$ cat src/rtl/mips_main_fsm.sv
`default_nettype none
// ============================================================================
//  Module   : mips_main_fsm
//  Purpose  : Multicycle MIPS control unit. Moore main FSM, ALU decoder,
//             PC-enable logic and memory-ready handshake with timeout.
//  Revision : 1.0  initial release
// ============================================================================
module mips_main_fsm #(
  parameter int TO_W        = 8,
  parameter int MEM_TIMEOUT = 200
) (
  input  logic       clk,
  input  logic       reset,
  input  logic [5:0] op,
  input  logic [5:0] funct,
  input  logic       zero,
  input  logic       mem_ready,
  output logic       mem_req,
  output logic       mem_write,
  output logic       i_or_d,
  output logic       ir_write,
  output logic       reg_dst,
  output logic       mem_to_reg,
  output logic       reg_write,
  output logic       alu_src_a,
  output logic [1:0] alu_src_b,
  output logic [1:0] pc_src,
  output logic [2:0] alu_control,
  output logic       pc_en,
  output logic       illegal_op,
  output logic       bus_error
);

  // State encoding
  localparam logic [3:0] S_FETCH    = 4'd0;
  localparam logic [3:0] S_DECODE   = 4'd1;
  localparam logic [3:0] S_MEMADR   = 4'd2;
  localparam logic [3:0] S_MEMREAD  = 4'd3;
  localparam logic [3:0] S_MEMWB    = 4'd4;
  localparam logic [3:0] S_MEMWRITE = 4'd5;
  localparam logic [3:0] S_EXECUTE  = 4'd6;
  localparam logic [3:0] S_ALUWB    = 4'd7;
  localparam logic [3:0] S_BRANCH   = 4'd8;
  localparam logic [3:0] S_ADDIEX   = 4'd9;
  localparam logic [3:0] S_ADDIWB   = 4'd10;
  localparam logic [3:0] S_JUMP     = 4'd11;
  localparam logic [3:0] S_HALT     = 4'd12;

  // Supported opcodes
  localparam logic [5:0] OP_LW    = 6'b100011;
  localparam logic [5:0] OP_SW    = 6'b101011;
  localparam logic [5:0] OP_RTYPE = 6'b000000;
  localparam logic [5:0] OP_BEQ   = 6'b000100;
  localparam logic [5:0] OP_ADDI  = 6'b001000;
  localparam logic [5:0] OP_J     = 6'b000010;

  localparam logic [TO_W-1:0] CNT_MAX      = '1;
  localparam logic [TO_W-1:0] TIMEOUT_LAST = TO_W'(MEM_TIMEOUT - 1);

  logic [3:0]      state;
  logic [3:0]      state_next;
  logic [TO_W-1:0] wait_cnt;
  logic [TO_W-1:0] wait_cnt_next;
  logic            set_illegal;
  logic            set_bus;
  logic            in_mem_state;
  logic            timeout;
  logic            funct_ok;
  logic [2:0]      funct_ctrl;
  logic [1:0]      alu_op;
  logic            pc_write;
  logic            branch;

  // A memory access is outstanding in these three states only; mem_ready is
  // meaningless anywhere else.
  assign in_mem_state = (state == S_FETCH) || (state == S_MEMREAD) ||
                        (state == S_MEMWRITE);
  assign timeout      = in_mem_state && !mem_ready && (wait_cnt == TIMEOUT_LAST);

  // R-type funct decode; funct_ok drops for any unsupported function code
  always_comb begin
    funct_ok   = 1'b1;
    funct_ctrl = 3'b010;
    case (funct)
      6'b100000: funct_ctrl = 3'b010;
      6'b100010: funct_ctrl = 3'b110;
      6'b100100: funct_ctrl = 3'b000;
      6'b100101: funct_ctrl = 3'b001;
      6'b101010: funct_ctrl = 3'b111;
      default: begin
        funct_ok   = 1'b0;
        funct_ctrl = 3'b010;
      end
    endcase
  end

  // Next-state logic; a memory timeout overrides any normal transition
  always_comb begin
    state_next  = state;
    set_illegal = 1'b0;
    set_bus     = 1'b0;
    case (state)
      S_FETCH:    if (mem_ready) state_next = S_DECODE;
      S_DECODE: begin
        case (op)
          OP_LW, OP_SW: state_next = S_MEMADR;
          OP_RTYPE:     state_next = S_EXECUTE;
          OP_BEQ:       state_next = S_BRANCH;
          OP_ADDI:      state_next = S_ADDIEX;
          OP_J:         state_next = S_JUMP;
          default: begin
            state_next  = S_HALT;
            set_illegal = 1'b1;
          end
        endcase
      end
      S_MEMADR:   state_next = (op == OP_SW) ? S_MEMWRITE : S_MEMREAD;
      S_MEMREAD:  if (mem_ready) state_next = S_MEMWB;
      S_MEMWB:    state_next = S_FETCH;
      S_MEMWRITE: if (mem_ready) state_next = S_FETCH;
      S_EXECUTE: begin
        if (funct_ok) begin
          state_next = S_ALUWB;
        end else begin
          state_next  = S_HALT;
          set_illegal = 1'b1;
        end
      end
      S_ALUWB:    state_next = S_FETCH;
      S_BRANCH:   state_next = S_FETCH;
      S_ADDIEX:   state_next = S_ADDIWB;
      S_ADDIWB:   state_next = S_FETCH;
      S_JUMP:     state_next = S_FETCH;
      S_HALT:     state_next = S_HALT;
      default:    state_next = S_FETCH;
    endcase
    if (timeout) begin
      state_next = S_HALT;
      set_bus    = 1'b1;
    end
  end

  // Wait counter counts stalled memory cycles; any other cycle clears it, so
  // it is always zero on entry to a memory state.
  always_comb begin
    wait_cnt_next = '0;
    if (in_mem_state && !mem_ready) begin
      wait_cnt_next = (wait_cnt == CNT_MAX) ? wait_cnt : wait_cnt + TO_W'(1);
    end
  end

  // Moore control decode; strobes are qualified by mem_ready and gated by reset
  always_comb begin
    mem_req    = 1'b0;
    mem_write  = 1'b0;
    i_or_d     = 1'b0;
    ir_write   = 1'b0;
    reg_dst    = 1'b0;
    mem_to_reg = 1'b0;
    reg_write  = 1'b0;
    alu_src_a  = 1'b0;
    alu_src_b  = 2'd0;
    pc_src     = 2'd0;
    alu_op     = 2'b00;
    pc_write   = 1'b0;
    branch     = 1'b0;
    case (state)
      S_FETCH: begin
        mem_req   = 1'b1;
        alu_src_b = 2'd1;
        ir_write  = mem_ready;
        pc_write  = mem_ready;
      end
      S_DECODE:   alu_src_b = 2'd3;
      S_MEMADR: begin
        alu_src_a = 1'b1;
        alu_src_b = 2'd2;
      end
      S_MEMREAD: begin
        mem_req = 1'b1;
        i_or_d  = 1'b1;
      end
      S_MEMWB: begin
        mem_to_reg = 1'b1;
        reg_write  = 1'b1;
      end
      S_MEMWRITE: begin
        mem_req   = 1'b1;
        i_or_d    = 1'b1;
        mem_write = mem_ready;
      end
      S_EXECUTE: begin
        alu_src_a = 1'b1;
        alu_op    = 2'b10;
      end
      S_ALUWB: begin
        reg_dst   = 1'b1;
        reg_write = 1'b1;
      end
      S_BRANCH: begin
        alu_src_a = 1'b1;
        alu_op    = 2'b01;
        pc_src    = 2'd1;
        branch    = 1'b1;
      end
      S_ADDIEX: begin
        alu_src_a = 1'b1;
        alu_src_b = 2'd2;
      end
      S_ADDIWB:   reg_write = 1'b1;
      S_JUMP: begin
        pc_src   = 2'd2;
        pc_write = 1'b1;
      end
      default: ;
    endcase

    case (alu_op)
      2'b01:   alu_control = 3'b110;
      2'b10:   alu_control = funct_ctrl;
      default: alu_control = 3'b010;
    endcase

    if (!reset) begin
      ir_write  = 1'b0;
      reg_write = 1'b0;
      mem_write = 1'b0;
      pc_write  = 1'b0;
      branch    = 1'b0;
    end
    pc_en = pc_write | (branch & zero);
  end

  // State, wait counter and sticky error flags
  always_ff @(posedge clk) begin
    if (!reset) begin
      state      <= S_FETCH;
      wait_cnt   <= '0;
      illegal_op <= 1'b0;
      bus_error  <= 1'b0;
    end else begin
      state    <= state_next;
      wait_cnt <= wait_cnt_next;
      if (set_illegal) illegal_op <= 1'b1;
      if (set_bus)     bus_error  <= 1'b1;
    end
  end

endmodule
`default_nettype wire

$ cat config.mk
export PLATFORM = sky130hd
export DESIGN_NAME = mips_main_fsm
export DESIGN_NICKNAME = d
export VERILOG_FILES = /design/src/rtl/mips_main_fsm.sv
export SDC_FILE = /design/constraint.sdc
export NUM_CORES = 1
export LEC_CHECK = 0
export ABC_AREA = 1
export CORE_ASPECT_RATIO = 1.2
export CORE_MARGIN = 2
export CORE_UTILIZATION = 50
export DETAILED_ROUTE_END_ITERATION = 16
export PLACE_DENSITY = 0.84
export SETUP_SLACK_MARGIN = 0.3
export SLEW_MARGIN = 20
export SYNTH_ARGS = -nofsm -noshare
export SYNTH_HDL_FRONTEND = slang
export SYNTH_SLANG_ARGS = --single-unit
$ cat constraint.sdc
create_clock -name clk -period 2.9 [get_ports clk]
set_clock_uncertainty 0.05 [all_clocks]
set_input_delay 0.725 -clock clk [delete_from_list [all_inputs] [get_ports clk]]
set_output_delay 0.725 -clock clk [all_outputs]
set_load 0.02 [all_outputs]
# ---- After elaboration in Yosys (flattened, before gate mapping)
# Index checks and enable logic that the tools add are counted.
dict set report classes {
  addsub 1
  mul 0
  div 0
  magnitude_cmp 0
  eq_ne 32
  n_shift 0
  mux 33
  bitwise 3
  reduce_logical 19
}
# op n
set ops {}
lappend ops {{6-bit equality test (second input constant)} 7}
lappend ops {{4-bit case mux with 8 select lines} 1}
lappend ops {{4-bit equality test (second input constant)} 5}
lappend ops {{4-bit 2-to-1 mux} 5}
lappend ops {{4-bit case mux with 5 select lines} 1}
lappend ops {{1-bit 2-to-1 mux} 18}
lappend ops {{4-bit by 3-bit equality test with 1-bit output (second input constant)} 4}
lappend ops {{8-bit equality test (second input constant)} 2}
lappend ops {{3-bit case mux with 4 select lines} 1}
lappend ops {{3-bit != test (second input constant)} 3}
lappend ops {{8-bit by 1-bit adder with 8-bit output (second input constant)} 1}
lappend ops {{4-bit by 2-bit equality test with 1-bit output (second input constant)} 2}
lappend ops {{2-bit case mux with 2 select lines} 2}
lappend ops {{2-bit OR reduction} 4}
lappend ops {{6-bit by 2-bit equality test with 1-bit output (second input constant)} 1}
lappend ops {{6-bit by 3-bit equality test with 1-bit output (second input constant)} 1}
lappend ops {{6-bit by 4-bit equality test with 1-bit output (second input constant)} 1}
lappend ops {{6-bit zero test} 1}
lappend ops {{2-bit != test (second input constant)} 3}
lappend ops {{2-bit case mux with 3 select lines} 1}
lappend ops {{3-bit case mux with 2 select lines} 1}
lappend ops {{3-bit AND reduction} 2}
lappend ops {{3-bit OR reduction} 2}
lappend ops {{6-bit OR reduction} 1}
lappend ops {{other kinds (15)} 18}
dict set report totals {
  ff_bits 14
  latchBits 0
  ramBits 0
  rom_bits 0
  in_bits 16
  output_inout_bits 18
  elab_cells 93
  memories 0
}

# ---- Longest topological paths before layout
# Gate-level depths: netlist of run 1.
dict set report logic_depth {
  word_depth 7
  mapped_depth 10
  depth_no_buf 10
}

# ---- Least setup slack after synthesis of run 1
# No wires, ideal clock.
dict set report synth_path {
  path_type {in2out}
  start {input port funct[4]}
  end {output port alu_control[0]}
  arrival_ps 1519
  setup_slack_ps 606
  stages 7
  cell_sequence {inv_1 nand2_1 nor2_1 nand3_1 nand2_1 nand2_1 a21oi_1}
}
dict set report synth_between {
  elab_chain_len 3
}
# element line_no
set synth_lines {}
lappend synth_lines {{start, declared} 15} ;# input logic [5:0] funct,
lappend synth_lines {{6-bit equality test} 84} ;# case (funct)
lappend synth_lines {{3-bit case mux with 4 select lines *} 84}
lappend synth_lines {{3-bit case mux with 2 select lines *} 218} ;# case (alu_op)
lappend synth_lines {{end, declared} 28} ;# output logic [2:0] alu_control,
# Every way passes the cells marked *; elsewhere a longest branch is shown, timed or not.

# ---- Worst setup path after layout of run 1
dict set report layout_path {
  start {input port funct[0]}
  end {output port alu_control[0]}
}
# Same word-level chain as after synthesis.

==> results of run 1 <==
==> worst reg2reg max path, delay by kind of cell, from the launching register on <==
kind | cells | cell delay [ps]
flip-flops | 1 | 380
adder cells (fa/ha/maj) | 1 | 240
AND/OR/NAND/NOR | 5 | 750
XOR/XNOR | 1 | 150
==> final timing paths <==
check	start	endpoint	slack, ps	cells after the start
setup reg to reg	wait_cnt[0]$_SDFFE_PN0P_	wait_cnt[5]$_SDFFE_PN0P_	1230	7
hold / removal	bus_error$_SDFFE_PN0P_	bus_error$_SDFFE_PN0P_	410	2
setup / recovery	funct[0]	alu_control[0]	280	7
hold reg to reg	bus_error$_SDFFE_PN0P_	bus_error$_SDFFE_PN0P_	410	2
==> sequential cells by signal (all words and copies together) (netlist names) <==
register	cells
state	4
illegal_op	1
bus_error	1
wait_cnt	8
==> logic make-up (layout without fill, tap and decap cells) <==
group	Yosys count	in the layout	synth area share
DFF	14	14	0.2486
buffers and inverters	33	82	0.1099
AOI/OAI and AO/OA	20	20	0.1021
xor gates and xnor gates	4	4	0.03107
and+or+nand+nor	116	116	0.4639
adders and majority gates	4	4	0.04440
==> layout make-up <==
| cell class | instances | share of cell area |
|---|---|---|
| clock buffer | 4 | 0.02205 |
| inverter | 33 | 0.07529 |
| multi-input combinational | 144 | 0.4570 |
| sequential | 14 | 0.1719 |
| tap | 30 | 0.02281 |
| timing repair buffer | 45 | 0.2510 |
==> report_power, final <==
part	switching [uW]	total, uW	internal (uW)
clock	60.0	136	76.3
sequential	32.6	256	223
combinational	384	649	265
total	476	1040	565
==> layer usage <==
| metal | wire [um] | share of wire | global-route usage |
|---|---|---|---|
| met5 | 0 | 0 | 0 |
| met4 | 25 | 0.0082 | 0.05952 |
| met3 | 73 | 0.024 | 0.01299 |
| met2 | 1735 | 0.57 | 0.4575 |
| met1 | 1212 | 0.40 | 0.2574 |
==> what timing repair did <==
| action | CTS | global route |
|---|---|---|
| pin swaps | 2 | 5 |
| setup endpoints to repair | 9 | 13 |
| setup buffers | 1 | 1 |
| gates resized for setup | 30 | 22 |
==> Yosys cell counts (all sizes together) <==
| cell | count | share of area |
|---|---|---|
| nor2 | 42 | 0.15 |
| nand4 | 4 | 0.022 |
| o21ai | 2 | 0.0089 |
| dfxtp | 14 | 0.25 |
| nand3 | 20 | 0.10 |
| o21bai | 1 | 0.0067 |
| nand2 | 43 | 0.15 |
| a31oi | 3 | 0.017 |
| a21o | 1 | 0.0078 |
| o31ai | 1 | 0.0067 |
| xor2 | 4 | 0.031 |
| nor3 | 4 | 0.018 |
| or2 | 3 | 0.019 |
| inv | 33 | 0.11 |
| a21boi | 1 | 0.0067 |
| a21oi | 11 | 0.049 |
| ha | 4 | 0.044 |
==> stage by stage <==
step	cells	area, sq um	total power, uW	hold WS (ps)	utilization
2_1_floorplan	191	1127	653.2	421.4	-
3_3_place_gp	264	1570	898.0	385.4	0.7497
3_5_place_dp	264	1570	912.9	398.3	0.7497
4_1_cts	269	1605	1032	412.7	0.7664
5_1_grt	270	1645	1118	430.8	0.7855
6_report	270	1645	1041	410.3	0.7855
==> metrics.yaml, run 1 <==
final_cell_mix: "nand2_1 (40), nor2_1 (35), inv_1 (31), nand3_1 (18), clkdlybuf4s50_1 (15)"
pre_cts_ws_ps: -330.6
crit_required_ps: 2120
fin_crit_ps: 2624
slew_viol_final: 0
gp_congestion: 0.8712
final_antenna_net_count: 0
cts_tree: "done"
finalNetCount: 261
critPathMaxStageDelay_ps: 430
grt_usage: 0.2378
worstSetupStartpointType: "input port"
dr.pass1.iters: 4
critPathArrivalTime_ps: 1850
fill_cells: 173
synth_nets: 211
ys_types: 24
cts.clk_slew.worst_paths_ps: 80
timing.slew.headroom: 0.7918
antenna_found_initial: 0
die_h_um: 56.02
dr_total_vias: 1359
syn_area_sq_um: 1127
htree_num_levels: 1
crit_fanout: 3
cp_top_family: "buffers and inverters"
clock_tree.root_cell: "clkbuf_4"
drt_iter0_markers: 27
routed_wl_um: 3047
first_global_vias: 1269
die_area_sq_um: 2652
syn_area_per_cell_sq_um: 5.902
clock_sinks: 14
status: "finished, final reports clean"
crit_type: "input port to output port"
yosysWarnings: 0
start_util: 0.5382
crit_top_cell: "nand2_1"
cts_hold_buf: 0
setup_ws_ps: 275.7
fmax_mhz: 381.0
grt_pass1_wl_um: 4905
register_area_sq_um: 282.8
power_per_cell_area_nw_per_um2: 632.9
rsz0062_at_grt: "true"
max_cap_violations: 0
core-area_sq_um: 2095
grt_max_degree: 9
via_per_inst: 5.033
drive_above_1_share: 0.1833
port-buffer-count: 33
ys_ff_latch: 14
overflow: 0
min_period_over_period: 0.9049
postSynthCellCount: 191
dp_hpwl_um: 2502
hold_viol: 0
finalSetupTns_ps: 0
multi_input_area_sq_um: 752.0
final_common_cell: "nand2_1"
die_w_um: 47.35
ioPinCount: 34
setup_viol: 0
fp-row-count: 18
cts_buffers: 3
critPathBufInv: 2
crit_chain: "clkdlybuf4s50_1, nor2_2, nand3_2, nand2_1, nand2_1, a21oi_2, buf_4"
vdd_ir_drop_max_uv: 503.5
clk_path_buf_depth: 2
drt-wirelength-per-cell_um: 11.29
power.leakage_uw: 0.0009018
yosysSeqAreaShare: 0.2486
insertion_delay_ps: 280
end_kind: "output port"
tightestPinTransition_ps: 311.4
area_delta_synth_final_pct: 45.95
min_path_type: "register to register"
drc: 0
crit_slowest_cell: "clkdlybuf4s50_1"
antennaDiodeCount: 0
(Power assumes the default switching activity.)
==> run 2, diff against run 1 <==
CORE_ASPECT_RATIO = unset   (was 1.2)
CORE_UTILIZATION = 66   (was 50)
DONT_BUFFER_PORTS = 1   (was unset)
PLACE_DENSITY = 0.82   (was 0.84)
==> run 2 against run 1 <==
Total power fell by 14%. Utilization grew 0.90 points. Setup slack improved by 130 ps. Global-route usage up 4.0 points. Register-to-register slack about the same. Die area decreased by 23%. Count of clock-buffer cells in the layout unchanged. Critical path type is now register to output port. Critical endpoint is now alu_control[2]. Largest cell class unchanged. Highest routed layer is now met3.
==> metrics.yaml, run 2 (synthesized netlist as in run 1, its figures left out) <==
status: "finished, final reports clean"
cts_hold_buf: 0  # unchanged
drt_iter0_markers: 33  # +22%
routed_wl_um: 2544  # -17%
overflow: 0  # unchanged
cts_tree: "done"
crit_type: "register to output port"
finalSetupTns_ps: 0  # unchanged
first_global_vias: 1075  # -15%
power_per_cell_area_nw_per_um2: 719.3  # +14%
fmax_mhz: 401.5  # +5.4%
drive_above_1_share: 0.1421  # -0.04120
largest_reg_flops: 8  # unchanged
dp_cells: 209  # -21%
start_util: 0.7231  # +0.1849
htree_num_levels: 1  # unchanged
finalNetCount: 218  # -16%
final_antenna_net_count: 0  # unchanged
clock_tree.root_cell: "clkbuf_4"
cp_top_family: "simple AND/OR/NAND/NOR gates"
p_sw_frac: 0.5063  # +0.04873
min_period_over_period: 0.8589  # -0.04607
grt_max_degree: 9  # unchanged
power.leakage_uw: 0.0006233  # -31%
fin_crit_ps: 2491  # -133.6 ps
pwr-share-comb: 0.538  # -0.085
reg_top3: "wait_cnt: 8 flops, state: 4 flops"
antennaDiodeCount: 0  # unchanged
grt_pass1_wl_um: 4243  # -13%
hold_viol: 0  # unchanged
power_frac_clock: 0.154  # +0.023
clk_path_buf_depth: 2  # unchanged
internal-power_uw: 439.8  # -22%
dr.pass1.iters: 4  # unchanged
power_switching_uw: 451.1  # -5.3%
regMostFlops: "wait_cnt"
max_cap_violations: 0  # unchanged
die_h_um: 45.33  # -19%
final_cell_mix: "nand2_1 (39), nor2_1 (36), inv_1 (31), nand3_1 (18), dfxtp_1 (11)"
grt_usage: 0.2778  # +0.03999
timing.slew.headroom: 0.5762  # -0.2157
end_kind: "output port"
area_delta_synth_final_pct: 9.878
crit_slowest_cell: "dfxtp_4"
slew_viol_final: 0  # unchanged
port-buffer-count: 0  # -100%
gp_congestion: 0.9279  # +6.5%
crit_chain: "inv_2, nor2_2, nand2_2, inv_1, ha_1, nand4_1, a21oi_4"
critPathArrivalTime_ps: 1720  # -130 ps
vdd_ir_drop_max_uv: 543.5  # +7.9%
die_w_um: 45.33  # -4.3%
drt-wirelength-per-cell_um: 11.94  # +5.8%
power_frac_seq: 0.309  # +0.063
dr_total_vias: 1181  # -13%
clock_sinks: 14  # unchanged
final_common_cell: "nand2_1"
rsz0062_at_grt: "false"
critPathMaxStageDelay_ps: 380  # -50 ps
crit_required_ps: 2120  # about the same
dp_hpwl_um: 2057  # -18%
antenna_found_initial: 0  # unchanged
final_cells: 213  # -21%
cts.clk_slew.worst_paths_ps: 80  # about the same
tightestPinTransition_ps: 630.9  # +319.5 ps
setup_viol: 0  # unchanged
fp-row-count: 14  # -4
insertion_delay_ps: 280  # about the same
core-area_sq_um: 1559  # -26%
drc: 0  # unchanged
ioPinCount: 34  # unchanged
worstSetupStartpointType: "register"
cts_buffers: 3  # unchanged
min_path_type: "register to register"
postCtsSetupBuffers: 0  # -1
critPathBufInv: 2  # unchanged
die_area_sq_um: 2055  # -23%
crit_fanout: 6  # +3
via_per_inst: 5.545  # +10%
run 2: changes by cell type in the layout (fill, tap and decap cells not counted), moves of 2 or more:
cell             before  now
dlymetal6s2s_1        7    0
dfxtp_4               0    2
buf_4                14    2
dlygate4sd2_1         5    0
buf_2                 2    0
clkdlybuf4s50_1      15    0
run 2: worst paths after layout:
kind / to / depth (start not counted) / slack [ps] / startpoint
setup / recovery: alu_control[2] / 7 / 410 / state[2]$_SDFFE_PN0P_
hold / removal: wait_cnt[7]$_SDFFE_PN0P_ / 2 / 450 / wait_cnt[7]$_SDFFE_PN0P_
setup reg to reg: wait_cnt[5]$_SDFFE_PN0P_ / 7 / 1220 / wait_cnt[1]$_SDFFE_PN0P_
hold reg to reg: wait_cnt[7]$_SDFFE_PN0P_ / 2 / 450 / wait_cnt[7]$_SDFFE_PN0P_
run 2: layout make-up:
type,count,area [sq um]
fillers,119,320.3
clock buffers,4,36.28
flip-flops and latches,14,289.0
well taps,16,20.02
multi-input cells,144,754.5
repair buffers,2,15.01
inverters,33,123.9
run 2: tightest hold or removal path: stages (launching register included):
cell and delay, ps:
dfxtp_1 320, nand2_1 60, a31oi_1 70
run 2: timing repair:
action                                  4_1_cts  5_1_grt
pin swaps                                     0        3
resized for setup                             4       10
endpoints found under the setup margin        3        4
run 2: power groups by stage:
stage                     Clock (uW)  Combinational [uW]  Sequential, uW
after floorplan                    0                 391             262
after global placement             0                 446             268
after detailed placement           0                 453             270
after CTS                        141                 464             267
after global routing             149                 533             279
final                            137                 479             275
run 2: layer usage:
metal | up-vias | track usage | share of wire
met1 | 533 | 0.3015 | 0.43
met3 | 0 | 0.06400 | 0.046
li1 | 612 | - | -
met2 | 36 | 0.5486 | 0.53
met4 | 0 | 0.03529 | 0
met5 | - | 0 | 0
run 2: per-stage QoR:
| stage | setup WS (ps) | power (uW) | util | area, sq um | hold WS, ps |
|---|---|---|---|---|---|
| floorplan | 606.0 | 653.2 | - | 1127 | 421.4 |
| finish | 409.3 | 890.9 | 0.7945 | 1239 | 452.9 |
| detailed placement | 469.2 | 722.6 | 0.7456 | 1162 | 450.5 |
| global route | 294.7 | 961.1 | 0.7945 | 1239 | 476.8 |
| CTS | 300.4 | 871.8 | 0.7769 | 1211 | 463.1 |
| global placement | 517.2 | 714.2 | 0.7456 | 1162 | 434.6 |
